[config.mk]
export PLATFORM = sky130hd
export DESIGN_NAME = div_controller
export DESIGN_NICKNAME = d
export VERILOG_FILES = /design/src/rtl/div_pkg.sv /design/src/rtl/div_iter_counter.sv /design/src/rtl/div_controller.sv
export SDC_FILE = /design/constraint.sdc
export NUM_CORES = 1
export LEC_CHECK = 0
export BUFFER_PORTS_ARGS = -buffer_cell sky130_fd_sc_hd__buf_2
export CAP_MARGIN = 30
export CORE_MARGIN = 2
export CORE_UTILIZATION = 32
export DETAILED_ROUTE_END_ITERATION = 10
export GPL_ROUTABILITY_DRIVEN = 0
export GPL_TIMING_DRIVEN = 0
export PLACE_DENSITY = 0.7
export SYNTH_ARGS = -nofsm -noshare
export SYNTH_HDL_FRONTEND = slang
export SYNTH_HIERARCHICAL = 1
export SYNTH_SLANG_ARGS = --single-unit
export TNS_END_PERCENT = 30
[constraint.sdc]
create_clock -name clk -period 1.6 [get_ports clk]
set_input_delay 0.08 -clock clk [delete_from_list [all_inputs] [get_ports clk]]
set_output_delay 0.08 -clock clk [all_outputs]
set_load 0.02 [all_outputs]
[src/rtl/div_pkg.sv]
// Shared definitions for the restoring-divider controller: state encoding and default width.
// Optional divide-by-zero detection is enabled with the DIV_ZERO_DET_EN macro.
package div_pkg;

  localparam int DIV_NBIT = 16;

  localparam logic [2:0] S_IDLE  = 3'd0;
  localparam logic [2:0] S_LOAD  = 3'd1;
  localparam logic [2:0] S_SHIFT = 3'd2;
  localparam logic [2:0] S_TEST  = 3'd3;
  localparam logic [2:0] S_DONE  = 3'd4;

  typedef enum logic [2:0] {
    ST_IDLE  = S_IDLE,
    ST_LOAD  = S_LOAD,
    ST_SHIFT = S_SHIFT,
    ST_TEST  = S_TEST,
    ST_DONE  = S_DONE
  } state_e;

endpackage

[src/rtl/div_iter_counter.sv]
// Iteration counter for the divider: synchronous clear, increment, and a
// terminal-count flag asserted while the count equals NBIT-1.
module div_iter_counter #(
  parameter int NBIT  = 16,
  parameter int CNT_W = $clog2(NBIT) + 1
) (
  input  logic             clk,
  input  logic             rst_n,
  input  logic             clr,
  input  logic             inc,
  output logic [CNT_W-1:0] cnt,
  output logic             tc
);

  always_ff @(posedge clk or negedge rst_n) begin
    if (!rst_n) begin
      cnt <= '0;
    end else if (clr) begin
      cnt <= '0;
    end else if (inc) begin
      cnt <= cnt + 1'b1;
    end
  end

  assign tc = (cnt == CNT_W'(NBIT - 1));

endmodule

[src/rtl/div_controller.sv]
// Sequencer for the 16-bit shift/subtract restoring divider datapath.
// Define DIV_ZERO_DET_EN to short-circuit B==0 requests straight to DONE with div_err.
//
// Requester handshake: start is a level request sampled only in IDLE; it is
// neither queued nor acknowledged elsewhere. busy covers LOAD..TEST, and done
// is a one-cycle pulse marking a valid result at the datapath.
module div_controller
  import div_pkg::*;
#(
  parameter int NBIT = DIV_NBIT
) (
  input  logic                       clk,
  input  logic                       reset,
  input  logic                       start,
  input  logic [NBIT-1:0]            B,
  input  logic                       sub_cout,
  output logic                       busy,
  output logic                       done,
  output logic                       div_err,
  output logic                       dp_clr,
  output logic                       AB_load_QR_clr,
  output logic                       A_sl,
  output logic                       R_sl,
  output logic                       R_load_Q_shiftIn,
  output logic                       Q_sl,
  output logic [2:0]                 dbg_state,
  output logic [$clog2(NBIT):0]      dbg_bit_cnt
);

  localparam int CNT_W = $clog2(NBIT) + 1;

  state_e state, state_nxt;
  logic   cnt_clr, cnt_inc, cnt_tc;
  logic   zero_err, zero_err_nxt;

  always_ff @(posedge clk or negedge reset) begin
    if (!reset) begin
      state    <= ST_IDLE;
      zero_err <= 1'b0;
    end else begin
      state    <= state_nxt;
      zero_err <= zero_err_nxt;
    end
  end

  div_iter_counter #(
    .NBIT  (NBIT),
    .CNT_W (CNT_W)
  ) u_iter_counter (
    .clk   (clk),
    .rst_n (reset),
    .clr   (cnt_clr),
    .inc   (cnt_inc),
    .cnt   (dbg_bit_cnt),
    .tc    (cnt_tc)
  );

`ifdef DIV_ZERO_DET_EN
  logic b_zero;
  assign b_zero = (B == '0);
`else
  logic unused_b;
  assign unused_b = ^B;
  logic b_zero;
  assign b_zero = 1'b0;
`endif

  always_comb begin
    state_nxt        = state;
    zero_err_nxt     = 1'b0;
    busy             = 1'b0;
    done             = 1'b0;
    dp_clr           = 1'b0;
    AB_load_QR_clr   = 1'b0;
    A_sl             = 1'b0;
    R_sl             = 1'b0;
    R_load_Q_shiftIn = 1'b0;
    Q_sl             = 1'b0;
    cnt_clr          = 1'b0;
    cnt_inc          = 1'b0;
    case (state)
      ST_IDLE: begin
        if (start) begin
          // A zero divisor skips the datapath entirely; the flag rides into DONE.
          if (b_zero) begin
            state_nxt    = ST_DONE;
            zero_err_nxt = 1'b1;
          end else begin
            state_nxt = ST_LOAD;
          end
        end
      end
      ST_LOAD: begin
        busy           = 1'b1;
        dp_clr         = 1'b1;
        AB_load_QR_clr = 1'b1;
        cnt_clr        = 1'b1;
        state_nxt      = ST_SHIFT;
      end
      ST_SHIFT: begin
        busy      = 1'b1;
        A_sl      = 1'b1;
        R_sl      = 1'b1;
        state_nxt = ST_TEST;
      end
      ST_TEST: begin
        busy             = 1'b1;
        Q_sl             = 1'b1;
        R_load_Q_shiftIn = sub_cout;
        cnt_inc          = 1'b1;
        state_nxt        = cnt_tc ? ST_DONE : ST_SHIFT;
      end
      ST_DONE: begin
        done      = 1'b1;
        state_nxt = ST_IDLE;
      end
      default: begin
        state_nxt = ST_IDLE;
      end
    endcase
  end

  assign div_err   = (state == ST_DONE) && zero_err;
  assign dbg_state = state;

endmodule

==> reports/metrics.cfg <==
[drt]
first_iter_violations = 0
drtPass1Iterations = 1
routed_wl_um = 850
ant_nets = 0
vias = 377
route.detailed.drc = 0
routed_via_density = 4.71
wl_per_cell_um = 10.6

[pwr]
p_per_area_nw_per_um2 = 2010
finalPower_uw = 1220
cellLeakagePower_uw = 0.000324
vdd_drop_max_mv = 0.808

[sta]
rsz0062_at_grt = no
hold_violations = 0
setup_viol = 0
min_period_over_period_pct = 93.6
tns_ns = 0
clock.fmax_ghz = 0.668
min_period_ns = 1.50
maxSlewViolCount = 0
fin_skew_ns = 0.000822

[grt]
track_usage_pct = 11.2
grt_max_degree = 10
overflow = 0
antenna_found_initial = 0
grt_pass1_wl_um = 1480
grt_pass1_vias = 333

[layout]
mostFrequentLayoutCells = buf_2, dfrtp_1, nor2_1, buf_4, clkbuf_4
drive_above_1_share_pct = 50.8
insertedDiodeCount = 0
nNetsFinal = 89
final_common_cell = buf_2
areaGrowthSynthToFinish_pct = 35.5
nFillCells = 145

[clock_network]
cts_tree = built
clock_sinks = 8
cts_root_buf = clkbuf_4
cts_buffer_depth = 2
cts_setup_buffers = 0
cts_buffers = 3
h-tree-depth = 1
clk_latency_ns = 0.25
path_clk_slew_ns = 0.05

[logic_synthesis]
synth_seq_cells = 8
synth_top_area_cell = dfrtp_1
yosys-top-cells-area = dfrtp_1, nor2_1, ha_1
ys_seq_area_share_pct = 44.7
netlist_instances = 42
syn_avg_cell_area_um2 = 10.7
yosys.cell_types.count = 23
syn-num-nets = 64
yosysWarnings = 6
yosys.area.top_type_share_pct = 44.7
syn_area_um2 = 448

[worst_setup_path]
critical_path_class = reg2out
crit_required_ns = 1.52
arrival_ns = 1.42
worstSetupEndpointType = primary output
crit_path_max_fanout = 9
worstSetupStartpointType = register

[worst_hold_path]
holdCritPathClass = in2reg

[status]
status = finished, final reports clean

[placed_design]
portBuffers = 19
dp_hpwl_um = 641

[floorplanning]
core_area_um2 = 1300
die_area_um2 = 1720
boundaryPins = 37
fp.dieH_um = 41.4
initial_core_util_pct = 34.4
die_w_um = 41.4
num_rows = 13

[job]
maxCapViolCount = 0

path summary, 6_finish.rpt:
path	to	slack, ns	from	cells after the start
min in group asynchronous	dbg_state[1]	0.21	reset	2
max	dp_clr	0.10	dbg_state[2]	3
min reg2reg	dbg_state[0]	0.57	dbg_state[0]	1
max reg2reg	u_iter_counter/cnt[3]	0.15	dbg_state[2]	3
min	dbg_state[0]	0.1	start	3
max in group asynchronous	u_iter_counter/cnt[2]	1.22	reset	2
worst max-delay path: stages (launching register included):
cell and delay, ns:
dfrtp_1 0.47, nor3b_4 0.38, buf_4 0.17, buf_2 0.15
cell type report:
class                           instances  area (um2)  area share (%)
Multi-Input combinational cell         29         223            36.7
Sequential cell                         8         200            33.0
Timing Repair Buffer                   20         105            17.3
Buffer                                  4        33.8            5.57
Clock buffer                            3        22.5            3.71
Tap cell                               15        18.8            3.09
Inverter                                1        3.75           0.619
synth_stat cells, drive strengths merged:
library cell	count
and3	2
buf	4
conb	1
nor2	7
mux2	1
nand4	1
mux2i	1
inv	1
ha	2
a21oi	1
and4b	1
nor3b	2
nand3b	1
and2b	1
and3b	1
a211oi	1
and2	2
a21bo	1
xnor2	1
nor3	2
dfrtp	8
layer usage:
metal	vias up	GRT usage (%)	part of all wire (%)	wire (um)
met4	0	1.94	0	0
li1	189	-	-	-
met3	0	6.52	9.6	82
met5	-	0	0	0
met1	171	13.6	42	359
met2	17	17.2	48	407
stage by stage:
step	cell area, um2	hold WS (ns)	std cells	setup WS, ns	utilization (%)
after floorplan	460	-0.216	42	0.0392	-
after global placement	574	-0.0670	76	0.162	44.1
after detailed placement	574	-0.0674	76	0.150	44.1
after CTS	607	0.0952	80	0.0711	46.6
after global routing	607	0.0988	80	0.00586	46.6
final	607	0.0969	80	0.102	46.6
cells by family after synthesis:
kind of cell | count (synthesis) | share of synthesized area, %
AO/OA/AOI/OAI | 3 | 5.03
XOR/XNOR | 1 | 1.96
adder cells (fa/ha/maj) | 2 | 5.59
buffers and inverters | 5 | 8.38
flip-flops | 8 | 44.7
multiplexers | 2 | 5.59
other | 1 | 0.837
AND/OR/NAND/NOR | 20 | 27.9
where the power goes:
part	switching (uW)	total (uW)	internal (uW)
clock network	65.7	151	85.6
registers	103	389	286
logic	368	678	310
total	536	1220	681
registers in the layout, indices dropped and copies added, names as in the netlist:
signal and flops:
u_iter_counter/cnt 5, dbg_state 3
timing repair:
| item | CTS | global route |
|---|---|---|
| endpoints found under the hold margin | 8 | 0 |
| resized for setup | 0 | 0 |
| hold buffers | 1 | 0 |
Power figures use the tool's default switching activity.
